<file path="src/rtl/hht_spmv_engine_pkg.sv">
// Shared types and default widths for the CSR SpMV engine.
// State encoding for the row walker FSM.
package hht_pkg;
  localparam int DW_D   = 32;
  localparam int AW_D   = 32;
  localparam int ACCW_D = 64;

  typedef enum logic [2:0] {
    IDLE,
    PTR0,
    PTR1,
    COL,
    VEC,
    EMIT,
    FIN
  } state_t;
endpackage

</file>
<file path="src/rtl/hht_spmv_engine_if.sv">
// Result stream of the SpMV engine: one row sum per beat.
// Master is the engine, slave is the consumer.
interface hht_spmv_engine_if #(
  parameter int AW   = 32,
  parameter int ACCW = 64
) ();
  logic            y_valid;
  logic            y_ready;
  logic [AW-1:0]   y_row;
  logic [ACCW-1:0] y_data;

  modport master (
    output y_valid, y_row, y_data,
    input  y_ready
  );
  modport slave (
    input  y_valid, y_row, y_data,
    output y_ready
  );
endinterface

</file>
<file path="src/rtl/hht_spmv_engine_mac.sv">
// Row accumulator: acc += a*b, optional saturation at all-ones.
// The extra sum bit is the overflow flag.
module hht_mac #(
  parameter int DW   = 32,
  parameter int ACCW = 64
) (
  input  logic            clk,
  input  logic            rst_n,
  input  logic            clr,
  input  logic            en,
  input  logic            sat,
  input  logic [DW-1:0]   a,
  input  logic [DW-1:0]   b,
  output logic [ACCW-1:0] acc
);
  logic [2*DW-1:0] prod;
  logic [ACCW:0]   sum;

  assign prod = a * b;
  assign sum  = {1'b0, acc} + (ACCW+1)'(prod);

  always_ff @(posedge clk) begin
    if (!rst_n) begin
      acc <= '0;
    end else if (clr) begin
      acc <= '0;
    end else if (en) begin
      acc <= (sat && sum[ACCW]) ? '1 : sum[ACCW-1:0];
    end
  end
endmodule

</file>
<file path="src/rtl/hht_spmv_engine.sv">
// CSR sparse-matrix x dense-vector engine.
// Walks row_ptr/col_idx/val/vec and streams one sum per row.
module hht_spmv_engine
  import hht_pkg::*;
#(
  parameter int DW   = DW_D,
  parameter int AW   = AW_D,
  parameter int ACCW = ACCW_D,
  parameter bit SAT  = 1'b1
) (
  input  logic          Clk,
  input  logic          Rst,
  input  logic          start,
  input  logic [AW-1:0] n_rows,
  input  logic [AW-1:0] row_base,
  input  logic [AW-1:0] col_base,
  input  logic [AW-1:0] val_base,
  input  logic [AW-1:0] vec_base,
  output logic [AW-1:0] addr1,
  input  logic [DW-1:0] dataIn1,
  output logic [AW-1:0] addr2,
  input  logic [DW-1:0] dataIn2,
  hht_spmv_engine_if.master y_if,
  output logic          busy,
  output logic          done,
  output logic          err
);
  state_t state, state_n;

  logic [AW-1:0]   nr, rb, cb, vb, xb, r;
  logic [DW-1:0]   kb, ke, k, c, v;
  logic [ACCW-1:0] acc;
  logic            mac_clr, mac_en, err_q;

  hht_mac #(.DW(DW), .ACCW(ACCW)) u_mac (
    .clk   (Clk),
    .rst_n (Rst),
    .clr   (mac_clr),
    .en    (mac_en),
    .sat   (SAT),
    .a     (v),
    .b     (dataIn2),
    .acc   (acc)
  );

  always_comb begin
    state_n = state;
    addr1   = '0;
    addr2   = '0;
    mac_clr = 1'b0;
    mac_en  = 1'b0;
    unique case (state)
      IDLE: if (start) state_n = PTR0;
      PTR0: begin
        addr1   = rb;
        state_n = (nr == '0) ? FIN : PTR1;
      end
      PTR1: begin
        addr1   = rb + r + AW'(1);
        mac_clr = 1'b1;
        // empty and malformed rows both go straight to EMIT
        state_n = (dataIn1 > kb) ? COL : EMIT;
      end
      COL: begin
        addr1   = cb + AW'(k);
        addr2   = vb + AW'(k);
        state_n = VEC;
      end
      VEC: begin
        addr2   = xb + AW'(c);
        mac_en  = 1'b1;
        state_n = (k + DW'(1) < ke) ? COL : EMIT;
      end
      EMIT: begin
        if (y_if.y_ready)
          state_n = (r + AW'(1) == nr) ? FIN : PTR1;
      end
      FIN:     state_n = IDLE;
      default: state_n = IDLE;
    endcase
  end

  always_ff @(posedge Clk) begin
    if (!Rst) begin
      state <= IDLE;
      nr    <= '0;
      rb    <= '0;
      cb    <= '0;
      vb    <= '0;
      xb    <= '0;
      r     <= '0;
      kb    <= '0;
      ke    <= '0;
      k     <= '0;
      c     <= '0;
      v     <= '0;
      err_q <= 1'b0;
    end else begin
      state <= state_n;
      unique case (state)
        IDLE: if (start) begin
          nr    <= n_rows;
          rb    <= row_base;
          cb    <= col_base;
          vb    <= val_base;
          xb    <= vec_base;
          r     <= '0;
          err_q <= 1'b0;
        end
        PTR0: kb <= dataIn1;
        PTR1: begin
          ke <= dataIn1;
          k  <= kb;
          if (dataIn1 < kb) err_q <= 1'b1;
        end
        COL: begin
          c <= dataIn1;
          v <= dataIn2;
        end
        VEC: k <= k + DW'(1);
        EMIT: if (y_if.y_ready) begin
          r  <= r + AW'(1);
          kb <= ke;
        end
        default: ;
      endcase
    end
  end

  assign y_if.y_valid = (state == EMIT);
  assign y_if.y_row   = y_if.y_valid ? r : '0;
  assign y_if.y_data  = y_if.y_valid ? acc : '0;
  assign busy         = (state != IDLE);
  assign done         = (state == FIN);
  assign err          = err_q;
endmodule
</file>
<file path="src/flat_wrapper.sv">
// flat-port wrapper written by rule: the top's interface ports become plain ports
module hht_spmv_engine_flat import hht_pkg::*;
#(
  parameter int DW   = DW_D,
  parameter int AW   = AW_D,
  parameter int ACCW = ACCW_D,
  parameter bit SAT  = 1'b1
)
  (Clk, Rst, start, n_rows, row_base, col_base, val_base, vec_base, addr1, dataIn1, addr2, dataIn2, busy, done, err, y_if_y_valid, y_if_y_row, y_if_y_data, y_if_y_ready);
  hht_spmv_engine_if #(.AW(AW), .ACCW(ACCW)) y_if_i ();
  input  logic Clk;
  input  logic Rst;
  input  logic start;
  input  logic [AW-1:0] n_rows;
  input  logic [AW-1:0] row_base;
  input  logic [AW-1:0] col_base;
  input  logic [AW-1:0] val_base;
  input  logic [AW-1:0] vec_base;
  output logic [AW-1:0] addr1;
  input  logic [DW-1:0] dataIn1;
  output logic [AW-1:0] addr2;
  input  logic [DW-1:0] dataIn2;
  output logic busy;
  output logic done;
  output logic err;
  output wire logic [$bits(y_if_i.y_valid)-1:0] y_if_y_valid;
  output wire logic [$bits(y_if_i.y_row)-1:0] y_if_y_row;
  output wire logic [$bits(y_if_i.y_data)-1:0] y_if_y_data;
  input wire logic [$bits(y_if_i.y_ready)-1:0] y_if_y_ready;
  assign y_if_y_valid = y_if_i.y_valid;
  assign y_if_y_row = y_if_i.y_row;
  assign y_if_y_data = y_if_i.y_data;
  assign y_if_i.y_ready = y_if_y_ready;
  hht_spmv_engine #(.DW(DW), .AW(AW), .ACCW(ACCW), .SAT(SAT)) u_core (.Clk(Clk), .Rst(Rst), .start(start), .n_rows(n_rows), .row_base(row_base), .col_base(col_base), .val_base(val_base), .vec_base(vec_base), .addr1(addr1), .dataIn1(dataIn1), .addr2(addr2), .dataIn2(dataIn2), .y_if(y_if_i), .busy(busy), .done(done), .err(err));
endmodule
</file>
<file path="config.mk">
export PLATFORM = sky130hd
export DESIGN_NAME = hht_spmv_engine_flat
export DESIGN_NICKNAME = d
export VERILOG_FILES = /design/src/rtl/hht_spmv_engine_pkg.sv /design/src/rtl/hht_spmv_engine_if.sv /design/src/rtl/hht_spmv_engine_mac.sv /design/src/rtl/hht_spmv_engine.sv /design/src/flat_wrapper.sv
export SDC_FILE = /design/constraint.sdc
export NUM_CORES = 2
export LEC_CHECK = 0
export ABC_CLOCK_PERIOD_IN_PS = 10850
export CAP_MARGIN = 20
export CORE_UTILIZATION = 60
export DETAILED_ROUTE_END_ITERATION = 10
export GPL_TIMING_DRIVEN = 1
export HOLD_SLACK_MARGIN = 0.02
export PLACE_DENSITY_LB_ADDON = 0.2
export SLEW_MARGIN = 10
export SYNTH_ARGS = -nofsm -noshare
export SYNTH_HDL_FRONTEND = slang
export SYNTH_SLANG_ARGS = --single-unit
</file>
<file path="constraint.sdc">
create_clock -name Clk -period 10.85 [get_ports Clk]
set_input_delay 1.6275 -clock Clk [delete_from_list [all_inputs] [get_ports Clk]]
set_output_delay 1.6275 -clock Clk [all_outputs]
set_load 0.02 [all_outputs]
</file>
==> flow_summary_export.csv <==
group,metric,value,unit
synthesis,ys_top_cells_by_area,"fa_1 (32%), dfxtp_1 (14%), ha_1 (8.9%)",
cells_and_area,area_growth,11.1,%
routing,wire_per_inst,20.1,um
routing,dr.pass1.iters,6,
timing,fin_ws,628,ps
synthesis,synth_common_cells,"nand2_1 (1304), inv_1 (1199), fa_1 (965)",
timing,worst_slew_pin_slew,1220,ps
placement,place_ws,139,ps
clock_network,root_buffer,"clkbuf_16",
worst_setup_path,slowest_delay,910,ps
placement,placed_area,0.0663,mm^2
timing,setup_violations,0,
placement,gp_congestion,0.961,
worst_setup_path,crit_path_frequent_cell,"fa_1",
routing,num_vias,50725,
worst_setup_path,critPathLaunchType,"input port",
timing,hold_viol,0,
synthesis,post-synth-top-count-cell,"nand2_1",
synthesis,synth_adder_area_share,0.404,
synthesis,synthFlopType,"dfxtp_1",
synthesis,synth_top_area_frac,0.315,
synthesis,yosysWarnings,0,
synthesis,synth-edff-count,0,
floorplanning,core,0.101,mm^2
placement,portBuffers,391,
synthesis,synth_cell_types,104,
outcome,run_status,"completed",
worst_setup_path,cp-end-kind,"flip-flop",
global_routing,antenna_found_initial,8,
synthesis,syn_inst,7277,
floorplanning,io_pins,392,
floorplanning,initial_utilization,0.609,
synthesis,async_reset_ff_frac,0,
worst_hold_path,hp-class,"flip-flop to flip-flop",
worst_setup_path,path_class,"input port to flip-flop",
clock_network,cts_tree,"yes",
routing,viasPerCell,5.75,
power_and_ir_drop,ir_drop,0.123,mV
run,timing.max_cap.violations,0,
clock_network,numCtsBuffers,49,
clock_network,clock_sinks,420,
synthesis,yosysSeqAreaShare,0.137,
timing,fin_crit,10220,ps
worst_setup_path,crit_fanout,44,
global_routing,grt_max_degree,152,
routing,drcViolationCount,0,
timing,slew_headroom,0.183,
synthesis,synthXorXnorAreaFrac,0.0349,
clock_network,cts_setup_buffers,0,
cells_and_area,finalNetCount,9048,
clock_network,cts.clk_slew.worst_paths,60,ps
synthesis,yosys.area_share.simple,0.183,
routing,antenna_left,0,
clock_network,cts_resized,0,
clock_network,clk_path_buf_depth,3,
clock_network,htree_num_levels,2,
timing,fin_skew,52.0,ps
synthesis,synth_area_leader_cell,"fa_1",
cells_and_area,final_cell_area,0.0681,mm^2
floorplanning,die-area,0.103,mm^2
worst_setup_path,cp.buffers_inverters,9,
synthesis,synth-compound-area-share,0.140,
global_routing,grt_pass1_wl,283,mm
cells_and_area,drive_gt1_frac,0.0418,
worst_setup_path,cp.arrival,10800,ps
clock_network,cts_hold_buf,0,
worst_setup_path,path_delay_family,"adder cells",
global_routing,grt_overflow,0,
synthesis,synthMuxAreaShare,0.00171,
worst_setup_path,required,11430,ps
routing,first_iter_violations,3655,
placement,hpwl,141,mm
global_routing,grt_pass1_vias,52321,
timing,setup_tns,0,ps
clock_network,clk_latency,650,ps
power_and_ir_drop,pwr_density_cell,68.9,mW/mm^2
synthesis,synth_top_family_by_area,"adder cells",
synthesis,synth_area,0.0613,mm^2
timing,rsz0062_at_grt,"false",
worst_setup_path,cp_slowest_cell,"clkdlybuf4s50_1",
floorplanning,fp.dieH,322,um
synthesis,avgSynthCellArea,8.42,um^2
power_and_ir_drop,leakage,0.0324,uW
floorplanning,rows,116,
timing,clock.fmax,97.8,MHz
global_routing,groute.usage.overall,0.348,
timing,finalMaxSlewViolations,0,
power_and_ir_drop,p_total,4690,uW
floorplanning,die_width,322,um
routing,wl,177,mm
timing,period_share,0.942,
cells_and_area,nFillCells,8365,
synthesis,syn-num-nets,8907,
synthesis,synth_seq_cells,420,
per-stage QoR:
step                 util  hold WS, ps  cells
finish              0.677          466   8819
global route        0.677          480   8818
CTS                 0.677          467   8815
detailed placement  0.659          458   8723
global placement    0.659          452   8722
floorplan               -          443   7277
power by group:
group	total, uW	leakage [uW]	internal [uW]	switching (uW)
Sequential	1690	0.00342	1620	73.9
Clock	1860	0.000849	1080	785
Combinational	1140	0.0282	453	688
worst paths after layout:
check / from / end / slack [ps] / cells after the start
min reg2reg: u_core.ke[2] / u_core.ke[2] / 470 / 2
max reg2reg: u_core.v[10] / u_core.u_mac.acc[56] / 1710 / 28
min: u_core.ke[2] / u_core.ke[2] / 470 / 2
max: dataIn2[4] / u_core.u_mac.acc[56] / 630 / 29
kinds of logic after synthesis:
logic type	count (synthesis)
buffers and inverters	1616
AOI/OAI and AO/OA	1194
and+or+nand+nor	2391
xor gates and xnor gates	244
DFF	420
adders and majority gates	1402
muxes	10
cell usage in the layout, fill, tap and decap left out, types with 29 or more instances in the layout:
cell                n
a21boi_0          280
nor2b_1            52
buf_4             111
a21oi_1           199
fa_1              965
xor2_1            103
nor2_1            193
o221a_2            54
o22ai_1            30
nand2_1          1301
inv_1            1198
clkbuf_16          49
ha_1              437
dfxtp_1           419
nand2b_1           30
clkdlybuf4s50_1   390
a22oi_1            35
xnor2_1           141
nor3_1             54
nand3_1            62
nand4_1            47
and3_1             30
o21a_1             29
o21ai_0           162
and2_1            529
o211a_1            35
a21o_1            121
o211ai_1           45
o21bai_1           29
registers in the layout, indices dropped and copies added (netlist names):
name	cells
u_core.ke	32
u_core.kb	32
u_core.state	3
u_core.rb	32
u_core.err	1
u_core.k	32
u_core.r	32
u_core.cb	32
u_core.xb	32
u_core.v	32
u_core.c	32
u_core.vb	32
u_core.u_mac.acc	64
u_core.nr	32
tightest hold or removal path: stages, from the launching register on:
cell      delay [ps]
dfxtp_1          310
nand2_1           50
a21boi_0          60
metal layers:
metal,wire [um],up-vias,GRT usage
li1,-,23209,-
met1,69700,25088,0.435
met2,84900,1989,0.583
met3,14100,429,0.0666
met4,8510,10,0.154
met5,61,-,0
area by class of cell:
cell class | instances | area, um^2 | share of cell area
Sequential cell | 420 | 8410 | 0.124
Multi-Input combinational cell | 5241 | 46800 | 0.688
Tap cell | 1357 | 1700 | 0.0249
Antenna cell | 3 | 7.51 | 0.000110
Inverter | 1199 | 4500 | 0.0661
Clock inverter | 31 | 462 | 0.00678
Timing Repair Buffer | 507 | 4840 | 0.0711
Clock buffer | 61 | 1330 | 0.0196
(Power assumes the default switching activity.)
